$ cat src/rtl/lex_pkg.sv
// Shared encodings for the streaming token lexer: token types, FSM states and
// the ASCII bounds used by the character classifier.
package lex_pkg;

    localparam int unsigned TYPE_W  = 2;
    localparam int unsigned STATE_W = 3;

    typedef enum logic [TYPE_W-1:0] {
        TOK_ERR   = 2'd0,
        TOK_IDENT = 2'd1,
        TOK_DEC   = 2'd2,
        TOK_HEX   = 2'd3
    } tok_type_e;

    typedef enum logic [STATE_W-1:0] {
        ST_IDLE  = 3'd0,
        ST_IDENT = 3'd1,
        ST_ZERO  = 3'd2,
        ST_DEC   = 3'd3,
        ST_HEXP  = 3'd4,
        ST_HEX   = 3'd5,
        ST_BAD   = 3'd6
    } state_e;

    localparam logic [7:0] ASC_0    = 8'd48;
    localparam logic [7:0] ASC_9    = 8'd57;
    localparam logic [7:0] ASC_UC_A = 8'd65;
    localparam logic [7:0] ASC_UC_F = 8'd70;
    localparam logic [7:0] ASC_UC_X = 8'd88;
    localparam logic [7:0] ASC_UC_Z = 8'd90;
    localparam logic [7:0] ASC_US   = 8'd95;
    localparam logic [7:0] ASC_LC_A = 8'd97;
    localparam logic [7:0] ASC_LC_F = 8'd102;
    localparam logic [7:0] ASC_LC_X = 8'd120;
    localparam logic [7:0] ASC_LC_Z = 8'd122;

endpackage

$ cat src/rtl/lex_token_fsm_if.sv
// Char-in / token-out bundle between the char source, the lexer and the token
// consumer; master drives characters, slave is the lexer.
interface lex_token_fsm_if
    import lex_pkg::*;
#(
    parameter int unsigned LEN_W = 5,
    parameter int unsigned CNT_W = 8
) ();

    logic             in_valid;
    logic [7:0]       char;
    logic             tok_valid;
    tok_type_e        tok_type;
    logic [LEN_W-1:0] tok_len;
    logic             id_ends_digit;
    logic [CNT_W-1:0] tok_count;

    modport master (
        output in_valid, char,
        input  tok_valid, tok_type, tok_len, id_ends_digit, tok_count
    );

    modport slave (
        input  in_valid, char,
        output tok_valid, tok_type, tok_len, id_ends_digit, tok_count
    );

endinterface

$ cat src/rtl/lex_char_class.sv
// Combinational ASCII classifier; anything neither digit nor alpha is a
// delimiter.
module lex_char_class
    import lex_pkg::*;
#(
    parameter bit ALLOW_UNDERSCORE = 1'b1
) (
    input  logic [7:0] char,
    output logic       is_digit,
    output logic       is_alpha,
    output logic       is_hexd,
    output logic       is_x,
    output logic       is_other
);

    logic is_upper;
    logic is_lower;
    logic is_under;

    assign is_upper = (char >= ASC_UC_A) && (char <= ASC_UC_Z);
    assign is_lower = (char >= ASC_LC_A) && (char <= ASC_LC_Z);
    assign is_under = ALLOW_UNDERSCORE && (char == ASC_US);

    assign is_digit = (char >= ASC_0) && (char <= ASC_9);
    assign is_alpha = is_upper || is_lower || is_under;
    assign is_hexd  = is_digit
                   || ((char >= ASC_UC_A) && (char <= ASC_UC_F))
                   || ((char >= ASC_LC_A) && (char <= ASC_LC_F));
    assign is_x     = (char == ASC_UC_X) || (char == ASC_LC_X);
    assign is_other = !(is_digit || is_alpha);

endmodule

$ cat src/rtl/lex_token_fsm.sv
// Streaming lexer: classifies identifiers, decimal and 0x-hex literals and
// pulses one registered token report per delimiter.
module lex_token_fsm
    import lex_pkg::*;
#(
    parameter int unsigned MAX_LEN          = 16,
    parameter int unsigned LEN_W            = 5,
    parameter int unsigned CNT_W            = 8,
    parameter bit          ALLOW_UNDERSCORE = 1'b1
) (
    input  logic            clk,
    input  logic            reset,
    lex_token_fsm_if.slave  bus
);

    state_e           state_q;
    state_e           state_d;
    logic [LEN_W-1:0] len_q;
    logic [LEN_W-1:0] len_d;

    logic             tok_valid_q;
    tok_type_e        tok_type_q;
    logic [LEN_W-1:0] tok_len_q;
    logic             id_q;
    logic             id_d;
    logic [CNT_W-1:0] tok_count_q;

    logic             emit_c;
    tok_type_e        emit_type_c;

    logic is_digit;
    logic is_alpha;
    logic is_hexd;
    logic is_x;
    logic is_other;

    lex_char_class #(
        .ALLOW_UNDERSCORE (ALLOW_UNDERSCORE)
    ) u_class (
        .char     (bus.char),
        .is_digit (is_digit),
        .is_alpha (is_alpha),
        .is_hexd  (is_hexd),
        .is_x     (is_x),
        .is_other (is_other)
    );

    // State, length and report registers; reset drops any token in progress.
    always_ff @(posedge clk) begin
        if (reset) begin
            state_q     <= ST_IDLE;
            len_q       <= '0;
            tok_valid_q <= 1'b0;
            tok_type_q  <= TOK_ERR;
            tok_len_q   <= '0;
            id_q        <= 1'b0;
            tok_count_q <= '0;
        end else begin
            state_q     <= state_d;
            len_q       <= len_d;
            tok_valid_q <= emit_c;
            id_q        <= id_d;
            if (emit_c) begin
                tok_type_q <= emit_type_c;
                tok_len_q  <= len_q;
                if (emit_type_c != TOK_ERR) begin
                    tok_count_q <= tok_count_q + CNT_W'(1);
                end
            end
        end
    end

    // Next state and length; an over-long token parks in BAD with len saturated.
    always_comb begin
        state_d = state_q;
        len_d   = len_q;
        if (bus.in_valid) begin
            if (is_other) begin
                state_d = ST_IDLE;
                len_d   = '0;
            end else if (state_q == ST_IDLE) begin
                len_d = LEN_W'(1);
                if (is_alpha) begin
                    state_d = ST_IDENT;
                end else if (bus.char == ASC_0) begin
                    state_d = ST_ZERO;
                end else begin
                    state_d = ST_DEC;
                end
            end else if (len_q >= LEN_W'(MAX_LEN)) begin
                state_d = ST_BAD;
            end else begin
                len_d = len_q + LEN_W'(1);
                unique case (state_q)
                    ST_IDENT: state_d = ST_IDENT;
                    ST_ZERO:  state_d = is_x ? ST_HEXP : (is_digit ? ST_DEC : ST_BAD);
                    ST_DEC:   state_d = is_digit ? ST_DEC : ST_BAD;
                    ST_HEXP,
                    ST_HEX:   state_d = is_hexd ? ST_HEX : ST_BAD;
                    default:  state_d = ST_BAD;
                endcase
            end
        end
    end

    // Emission decode and the identifier-ends-in-digit flag.
    always_comb begin
        emit_c      = 1'b0;
        emit_type_c = TOK_ERR;
        id_d        = id_q;
        if (bus.in_valid) begin
            emit_c = is_other && (state_q != ST_IDLE);
            id_d   = (state_d == ST_IDENT) && is_digit;
            unique case (state_q)
                ST_IDENT:       emit_type_c = TOK_IDENT;
                ST_ZERO, ST_DEC: emit_type_c = TOK_DEC;
                ST_HEX:         emit_type_c = TOK_HEX;
                default:        emit_type_c = TOK_ERR;
            endcase
        end
    end

    assign bus.tok_valid     = tok_valid_q;
    assign bus.tok_type      = tok_type_q;
    assign bus.tok_len       = tok_len_q;
    assign bus.id_ends_digit = id_q;
    assign bus.tok_count     = tok_count_q;

endmodule

$ cat src/flat_wrapper.sv
// flat-port wrapper written by rule: the top's interface ports become plain ports
module lex_token_fsm_flat import lex_pkg::*;
#(
    parameter int unsigned MAX_LEN          = 16,
    parameter int unsigned LEN_W            = 5,
    parameter int unsigned CNT_W            = 8,
    parameter bit          ALLOW_UNDERSCORE = 1'b1
)
  (clk, reset, bus_in_valid, bus_char, bus_tok_valid, bus_tok_type, bus_tok_len, bus_id_ends_digit, bus_tok_count);
  lex_token_fsm_if #(.LEN_W(LEN_W), .CNT_W(CNT_W)) bus_i ();
  input  logic clk;
  input  logic reset;
  input wire logic [$bits(bus_i.in_valid)-1:0] bus_in_valid;
  input wire logic [$bits(bus_i.char)-1:0] bus_char;
  output wire logic [$bits(bus_i.tok_valid)-1:0] bus_tok_valid;
  output wire logic [$bits(bus_i.tok_type)-1:0] bus_tok_type;
  output wire logic [$bits(bus_i.tok_len)-1:0] bus_tok_len;
  output wire logic [$bits(bus_i.id_ends_digit)-1:0] bus_id_ends_digit;
  output wire logic [$bits(bus_i.tok_count)-1:0] bus_tok_count;
  assign bus_i.in_valid = bus_in_valid;
  assign bus_i.char = bus_char;
  assign bus_tok_valid = bus_i.tok_valid;
  assign bus_tok_type = bus_i.tok_type;
  assign bus_tok_len = bus_i.tok_len;
  assign bus_id_ends_digit = bus_i.id_ends_digit;
  assign bus_tok_count = bus_i.tok_count;
  lex_token_fsm #(.MAX_LEN(MAX_LEN), .LEN_W(LEN_W), .CNT_W(CNT_W), .ALLOW_UNDERSCORE(ALLOW_UNDERSCORE)) u_core (.clk(clk), .reset(reset), .bus(bus_i));
endmodule
$ cat config.mk
export PLATFORM = sky130hd
export DESIGN_NAME = lex_token_fsm_flat
export DESIGN_NICKNAME = d
export VERILOG_FILES = /design/src/rtl/lex_pkg.sv /design/src/rtl/lex_token_fsm_if.sv /design/src/rtl/lex_char_class.sv /design/src/rtl/lex_token_fsm.sv /design/src/flat_wrapper.sv
export SDC_FILE = /design/constraint.sdc
export NUM_CORES = 1
export LEC_CHECK = 0
export CORE_UTILIZATION = 45
export DETAILED_ROUTE_END_ITERATION = 8
export PLACE_DENSITY_LB_ADDON = 0.15
export SLEW_MARGIN = 10
export SYNTH_ARGS = -nofsm -noshare
export SYNTH_HDL_FRONTEND = slang
export SYNTH_HIERARCHICAL = 1
export SYNTH_SLANG_ARGS = --single-unit
$ cat constraint.sdc
create_clock -name clk -period 5.6 [get_ports clk]
set_input_delay 1.12 -clock clk [delete_from_list [all_inputs] [get_ports clk]]
set_output_delay 1.12 -clock clk [all_outputs]
set_load 0.02 [all_outputs]
==> metrics.md <==
| Metric | Value |
|---|---|
| Status | `finished, final reports clean` |
| Delay of the slowest critical-path stage | `0.50 ns` |
| Startpoint Class | `input port` |
| Slowest CP cell | `clkdlybuf4s50_1` |
| Row count | `20` |
| GRT overflow | `0` |
| Worst Tran Pin Value | `0.8837 ns` |
| WL/cell | `14.32 um` |
| Starting density of the core | `47.56%` |
| Most frequent cells in the layout | `clkdlybuf4s50_1 (27), dfxtp_1 (25), nor2_1 (24)` |
| Fin crit share | `between 50% and 60%` |
| CP Capture Type | `flip-flop` |
| Clk slew on worst S/H paths | `approximately 0.15 ns` |
| Type of the worst setup path | `input port to flip-flop` |
| Yosys warns | `6` |
| Root Buffer | `clkbuf_4` |
| CP Max Fanout | `8` |
| Initial antenna violation count | `0` |
| Headroom to the max-slew limit | `about 40%` |
| Final total power | `approximately 0.32 mW` |
| Leak pwr | `0.5851 nW` |
| CP Cell Sequence | `clkdlybuf4s50_1 -> nor3_1 -> nand2_1 -> o2111a_2 -> nor2_2 -> and2_1 -> o211ai_4 -> or3_1 -> a21oi_1` |
| # diodes | `0` |
| Final WL | `approximately 3400 um` |
| Core ar. | `3078 um^2` |
| Final min period | `approximately 3.3 ns` |
| GPL Wtd Cong | `0.8195` |
| CTS Sinks | `25` |
| Buf+Inv Stages, Crit Path | `1` |
| IO Count | `28` |
| Worst path arrival time | `between 3 and 4 ns` |
| Die Footprint | `about 3500 um^2` |
| Area growth, synth to finish | `20.94%` |
| Finished Core Util | `a little under three fifths` |
| CTS tree | `built` |
| # setup viols final | `0` |
| Final Hold Viols | `0` |
| Worst setup margin | `~2.3 ns` |
| RSZ-0062 raised after global routing | `no` |
| Top post-synthesis cells by area | `dfxtp_1 (34%), nor2_1 (6.2%), a21oi_1 (5.8%)` |
| Max cap viols | `0` |
| Dpl ws | `2.043 ns` |
| #FFs+latches synth | `25` |
| DRT iter0 DRCs | `59` |
| CTS H-tree depth | `1` |
| Largest net degree at the start of global routing | `27` |
| Die Span X | `approximately 59 um` |
| Syn_area_per_cell | `8.662 um^2` |
| Setup Fix Bufs, Post-CTS | `0` |
| Slew Limit Fails | `0` |
| Syn nets | `183` |
| Routed vias | `1,372` |
| Peak supply drop | `0.00009365 V` |
| IO Port Bufs | `27` |
| Ys async rst share | `0%` |
| Req. time, crit path | `approximately 6 ns` |
| CP delay by family, top | `simple AND/OR/NAND/NOR gates` |
| # resized after CTS | `0` |
| Clock Skews | `around 0.0062 ns` |
| Placed insts | `232` |
| Number of global-route vias before repair | `1,264` |
| Hold buffers post-CTS | `0` |
| HPWL after detailed placement | `about 2500 um` |
| Pwr dens | `179.8 nW/um^2` |
| # DRC | `0` |
| Commonest non-fill, non-tap cell in the layout | `clkdlybuf4s50_1` |
| Synth unique cells | `58` |
| Yosys top cell area share | `34.19%` |
| Clock buffer count from CTS | `3` |
| Setup TNS Final | `0 ns` |
| Sequential fraction of the synthesis area | `approximately a third` |
| Area leader, netlist | `dfxtp_1` |
| Primary FF master, synth | `dfxtp_1` |
| Vias per cell | `5.814` |
| Clk buf depth | `2` |
| Post-route insts no fill | `236` |
| Synthesized instance count | `169` |
| Die Span Y | `59.04 um` |
| First-pass GRT wire length | `5595 um` |
| Number of flops mapped to enable cells by yosys | `0` |
| Mapped cell area | `approximately 1500 um^2` |
| Number of nets in the layout | `~210` |
| Drt pass-1 iters | `4` |
| GRT Util Overall | `between 20% and 30%` |
| Fmax | `between 300 and 400 MHz` |
| Share of cells above drive strength 1 | `10.42%` |
| Post-route ant nets | `0` |
| Path type of the worst min-delay path | `flip-flop to flip-flop` |
| Worst skew pair latency | `roughly 0.32 ns` |
[cell families after synthesis]
family	share of synthesized area, %
AO/OA/AOI/OAI	24.02
XOR/XNOR	3.590
adder cells (fa/ha/maj)	2.564
buffers and inverters	4.871
flip-flops	34.19
multiplexers	2.137
AND/OR/NAND/NOR	28.64
[cell usage after synthesis (2+ instances only)]
cell,instances
and2b_1,3
nand3_1,4
a21oi_1,17
mux2i_1,2
xnor2_1,4
nand2_1,11
xor2_1,2
a2111oi_4,2
ha_1,3
dfxtp_1,25
inv_1,6
o31ai_1,4
and3b_1,2
nand2b_1,2
buf_6,2
o21ai_0,5
nor3_1,6
clkbuf_1,2
nor2_1,24
and4_1,2
buf_2,3
nand2_2,2
[where the power goes]
group	internal (mW)	switching (mW)
logic	0.0205	0.0282
clock network	0.0273	0.0581
registers	0.180	0.00418
total	0.228	0.0904
[worst paths after layout]
path,start,endpoint,slack [ns],cells after the start
max,bus_char[2],u_core/bus.tok_count[4],2.34,9
min,u_core/bus.tok_len[2],u_core/bus.tok_len[2],0.46,2
max reg2reg,u_core/state_q[1],u_core/bus.tok_count[7],3.93,3
min reg2reg,u_core/bus.tok_len[2],u_core/bus.tok_len[2],0.46,2
[sequential cells by signal (all words and copies together) (netlist names)]
register / flops
u_core/bus.tok_type: 2
u_core/len_q: 5
u_core/bus.tok_len: 5
u_core/state_q: 3
u_core/bus.tok_valid: 1
u_core/bus.id_ends_digit: 1
u_core/bus.tok_count: 8
[per-stage QoR]
stage               hold WS (ns)  instance area [um^2]
finish                    0.4648                  1770
global route              0.5016                  1770
CTS                       0.4650                  1770
detailed placement        0.4453                  1740
global placement          0.4481                  1740
floorplan                 0.4771                  1464
[worst register-to-register path, delay by kind of cell, from the launching register on]
| kind | cells | cell delay, ns |
|---|---|---|
| AND/OR/NAND/NOR | 1 | 0.17 |
| AO/OA/AOI/OAI | 1 | 0.40 |
| flip-flops | 1 | 0.66 |
| multiplexers | 1 | 0.36 |
[area by class of cell]
class                           count  area [um^2]
Timing Repair Buffer               27        270.3
Multi-Input combinational cell    130        892.1
Inverter                            6        22.52
Tap cell                           44        55.05
Clock buffer                        3        22.52
Sequential cell                    25        500.5
Fill cell                         303         1308
Clock inverter                      1        7.507
[metal layers]
layer / up-vias / share of wire (%) / GRT usage (%)
li1: 655 / - / -
met1: 656 / 44 / 27.33
met2: 53 / 48 / 33.60
met3: 8 / 5.8 / 3.493
met4: 0 / 1.6 / 8.844
met5: - / 0 / 0
Note: power is estimated with default switching activity, not from simulation.
==> edit 1: new RTL, same settings <==
`CNT_W` is set to 8 in 3 places; all go to 9.
--- a/src/rtl/lex_token_fsm_if.sv
+++ b/src/rtl/lex_token_fsm_if.sv
@@ -4,7 +4,7 @@
     import lex_pkg::*;
 #(
     parameter int unsigned LEN_W = 5,
-    parameter int unsigned CNT_W = 8
+    parameter int unsigned CNT_W = 9
 ) ();
 
     logic             in_valid;
--- a/src/rtl/lex_token_fsm.sv
+++ b/src/rtl/lex_token_fsm.sv
@@ -5,7 +5,7 @@
 #(
     parameter int unsigned MAX_LEN          = 16,
     parameter int unsigned LEN_W            = 5,
-    parameter int unsigned CNT_W            = 8,
+    parameter int unsigned CNT_W            = 9,
     parameter bit          ALLOW_UNDERSCORE = 1'b1
 ) (
     input  logic            clk,
--- a/src/flat_wrapper.sv
+++ b/src/flat_wrapper.sv
@@ -3,7 +3,7 @@
 #(
     parameter int unsigned MAX_LEN          = 16,
     parameter int unsigned LEN_W            = 5,
-    parameter int unsigned CNT_W            = 8,
+    parameter int unsigned CNT_W            = 9,
     parameter bit          ALLOW_UNDERSCORE = 1'b1
 )
   (clk, reset, bus_in_valid, bus_char, bus_tok_valid, bus_tok_type, bus_tok_len, bus_id_ends_digit, bus_tok_count);
Interface: changed (resized bus_tok_count); port bits go from 28 to 29. The function was not compared with the original's and may differ.
==> edit 1 against the unedited design <==
  * Clock skew fell by 0.0033 ns
  * Sequential cell count grew 1
  * Wire length decreased by 6.0%
  * Die area fell by 1.8%
  * Worst hold slack better by 0.00062 ns
  * Via count shrank 1.6%
  * Highest routed layer unchanged
  * Area after synthesis decreased by 1.9%
  * Setup slack better by 0.033 ns
  * Sequential power is 4% higher
  * Final area increased by 1.3%
  * Largest power group unchanged
  * Largest cell class unchanged
  * Power increased by 16%
==> edit 1: results (changes against the unedited design) <==
Post-placement cell count: 243 (+4.7%)
Highest Clock Rate: 309.5 MHz (+1.0%)
Flip-flop count of the largest register, all copies and words added: 9 (+1)
Clock network contribution to total cell area: 2.929% (+1.2 points)
Non-clock inverters: 7 (+1)
Multi-input combinational gate total: 137 (+5.4%)
Number of distinct library cells after synthesis: 47 (-19%)
Hold Startpoint: u_core/bus.id_ends_digit
Port-buffer cells: 28 (+3.7%)
Synthesized netlist cell count: 177 (+4.7%)
Total leakage power: 0.6556 nW (+12%)
Net switching share of the total power: 23.85% (-4.6 points)
Average wire per cell in the routed design: 12.86 um (-10%)
Non-clock buffering overhead: 16.04% (+0.77 points)
WHS Endpoint: u_core/bus.id_ends_digit
Start of the worst register-to-register path: u_core/state_q[2]
Power consumed by the clock network: 0.132 mW (+55%)
Maximum vdd ir drop: 0.00009225 V (-1.5%)
Number of optimization iterations in the first detailed-route pass: 5 (+1)
Maximum number of pins on one net before global-route repair: 28 (+3.7%)
CP max FO: 7 (-1)
Setup Skew: 0.002936 ns (-0.003292 ns)
Outcome: completed
Reg-to-reg endpoint: u_core/bus.id_ends_digit
Sequential area share after synthesis: 36.24% (+2.0 points)
Comb pwr: 0.0459 mW (-5.6%)
==> edit 1: changes by cell type in the layout (fill, tap and decap cells not counted), sizes merged, moves of 3 or more <==
| cell | before | now |
|---|---|---|
| o31ai | 4 | 1 |
| a221oi | 0 | 3 |
| o21ai | 5 | 9 |
| and3 | 1 | 5 |
| nor3 | 7 | 4 |
| nor2 | 25 | 31 |
==> edit 1: cell families (layout without fill, tap and decap cells) <==
family | count (synthesis) | after routing | synth area share (%)
compound gates | 43 | 43 | 19.43
xor+xnor | 6 | 6 | 3.659
fa+ha+maj | 3 | 3 | 2.614
buf+inv | 14 | 40 | 4.442
flops | 26 | 26 | 36.24
mux | 4 | 4 | 2.788
simple gates | 81 | 81 | 30.84
==> edit 1: per-layer routing <==
layer  track usage, %  vias up  wire (um)
li1                 -      679          -
met1            27.87      631       1498
met2            34.32       34       1504
met3            2.198        6        127
met4            7.823        0         46
met5                0        -          0
==> edit 2: new RTL, config.mk and constraints unchanged <==
Without the edit above. Reset style: asynchronous (`reset`), changed in one clocked block.
--- a/src/rtl/lex_token_fsm.sv
+++ b/src/rtl/lex_token_fsm.sv
@@ -46,7 +46,7 @@
     );
 
     // State, length and report registers; reset drops any token in progress.
-    always_ff @(posedge clk) begin
+    always_ff @(posedge clk or posedge reset) begin
         if (reset) begin
             state_q     <= ST_IDLE;
             len_q       <= '0;
Formal check against the unedited RTL: differs if reset is asserted again (counterexample within 4 cycles, from zero or initial values and one cycle with reset high); with reset held inactive, the same outputs for 10 cycles.
==> edit 2 against the unedited design <==
  * Final area hardly changed
  * Sequential share of layout area is 7.1 points higher
  * Non-clock buffer count stayed put
  * Register-to-register slack worse by 0.08 ns
  * Sequential cell count stayed put
  * Final cell count is 8.1% lower
  * Area after synthesis is 0.68% lower
  * Maximum frequency is 2.1% higher
  * Wire length is 15% lower
  * Global-route usage is 3.2 points lower
  * Setup slack better by 0.066 ns
Power is not compared: it rests on default switching activity, and its combinational part moved more than twofold at a synthesized area within 25%.
==> edit 2: results (changes against the unedited design) <==
Via count of the first global-routing pass: 1,018 (-19%)
Final wirelength: 2861 um (-15%)
Commonest cells post-synth: 25 x sky130_fd_sc_hd__dfrtp_1, 13 x sky130_fd_sc_hd__o21ai_0, 10 x sky130_fd_sc_hd__nor2_1, 9 x sky130_fd_sc_hd__nand2_1, 7 x sky130_fd_sc_hd__inv_1
Tightest Pin Transition: 0.9296 ns (+0.04590 ns)
Share of synthesized cell area in full adder, half adder and majority cells: 2.582% (+0.018 points)
WP data arrival: 3.42 ns (-0.09 ns)
Layout cells sized above 1: 11.56% (+1.1 points)
Setup Skew: 0.009316 ns (+0.003088 ns)
Post-synthesis net count: 161 (-12%)
Xor and xnor fraction of the mapped netlist area: 4.217% (+0.63 points)
Postcts setup bufs: 0 (unchanged)
Ys async rst share: 100.0% (+100 points)
Path category of the worst min-delay check: reg2reg
Synth warnings: 6 (unchanged)
Synthesized netlist cell count: 147 (-13%)
Clock Latency Late Sink: 0.31 ns
Net count of the finished layout: 188 (-9.2%)
CTS H-Tree Depth: 1 (unchanged)
Root cell of the clock tree: sky130_fd_sc_hd__clkbuf_4
Buffer levels on the longest clock path: 2 (unchanged)
Ant. Diodes: 0 (unchanged)
Cell type group with the largest total delay on the critical path: simple AND/OR/NAND/NOR gates
Predominant post-synthesis flop cell: sky130_fd_sc_hd__dfrtp_1
Mean number of vias per cell: 5.258 (-9.6%)
Number of optimization iterations in the first detailed-route pass: 4 (unchanged)
Maximum vdd ir drop: 0.0001475 V
Placed wire-length estimate after detailed placement: 2150 um (-13%)
Outcome: completed
Resize count post-CTS: 0 (unchanged)
TritonCTS Buffers: 3 (unchanged)
GRT Resource Usage Total: 17.56% (-3.2 points)
Portion of netlist area occupied by mux cells: 2.840% (+0.70 points)
Area contributors post-synth: sky130_fd_sc_hd__dfrtp_1 43%, sky130_fd_sc_hd__o21ai_0 4.5%, sky130_fd_sc_hd__xnor2_1 3.0%, sky130_fd_sc_hd__ha_1 2.6%, sky130_fd_sc_hd__nand2b_1 2.6%
Clock slew at reported path FFs: 0.13 ns (-0.02 ns)
Sequential area share after synthesis: 43.03% (+8.8 points)
Slowest stage delay, CP: 0.51 ns
Total leakage power: 0.7257 nW
Global placer's final weighted congestion: 0.8082 (-1.4%)
Port-buffer cells: 27 (unchanged)
Post-synthesis compound-gate area fraction: 17.81% (-6.2 points)
Wire length of the first global-routing pass: 4664 um (-17%)
Flip-flop count of the largest register, all copies and words added: 8 (unchanged)
Iteration-0 DRC Markers: 23 (-61%)
Antenna violations before repair: 0 (unchanged)
Number of distinct library cells after synthesis: 54 (-6.9%)
Crit path max-delay cell type: sky130_fd_sc_hd__clkdlybuf4s50_1
Average wire per cell in the routed design: 13.18 um (-7.9%)
CP max FO: 8 (unchanged)
Post-placement cell count: 213 (-8.2%)
Maximum number of pins on one net before global-route repair: 26 (-3.7%)
-- edit 2: cells by family after synthesis --
| family | after synthesis |
|---|---|
| AND/OR/NAND/NOR | 59 |
| AO/OA/AOI/OAI | 36 |
| flip-flops | 25 |
| buffers and inverters | 14 |
| XOR/XNOR | 7 |
| multiplexers | 3 |
| adder cells (fa/ha/maj) | 3 |
-- edit 2: layout make-up --
type | count | area (um^2)
sequential | 25 | 625.6
fill | 288 | 1284
inverter | 9 | 33.78
tap | 44 | 55.05
multi-input combinational | 108 | 758.2
clock buffer | 4 | 26.28
timing repair buffer | 27 | 270.3
-- edit 2: worst paths after layout --
check | from | end | slack (ns) | cells past startpoint
hold reg to reg | u_core/bus.tok_len[0] | u_core/bus.tok_len[0] | 0.50 | 2
max in group asynchronous | reset | u_core/len_q[0] | 3.74 | 2
min in group asynchronous | reset | u_core/bus.tok_count[5] | 1.29 | 2
setup reg to reg | u_core/state_q[2] | u_core/bus.id_ends_digit | 3.85 | 4
setup / recovery | bus_char[2] | u_core/bus.tok_count[1] | 2.40 | 8
hold / removal | u_core/bus.tok_len[0] | u_core/bus.tok_len[0] | 0.50 | 2
-- edit 2: per-layer routing --
layer	GRT usage [%]	wire length, um	vias up
met5	0	0	-
met4	4.082	19	0
met3	3.956	74	2
met2	28.73	1405	21
met1	23.59	1362	538
li1	-	-	580
-- edit 2: metrics by stage --
stage / area [um^2] / power (mW) / setup slack, ns
floorplan: 1454 / 0.3650 / 2.920
global placement: 1743 / 0.4412 / 2.244
detailed placement: 1743 / 0.4493 / 2.079
CTS: 1769 / 0.5285 / 2.431
global route: 1769 / 0.5582 / 2.270
finish: 1769 / 0.5219 / 2.402
-- edit 2: worst min-delay path: stages (launching register included) --
cell	delay [ns]
sky130_fd_sc_hd__dfrtp_1	0.36
sky130_fd_sc_hd__nand2_1	0.05
sky130_fd_sc_hd__o21ai_0	0.06
-- edit 2: report_power, final --
part           internal, mW  switching, mW  total, mW
sequential            0.213         0.0359      0.249
combinational        0.0957         0.0987      0.194
clock                0.0278         0.0509     0.0787
total                 0.336          0.185      0.522
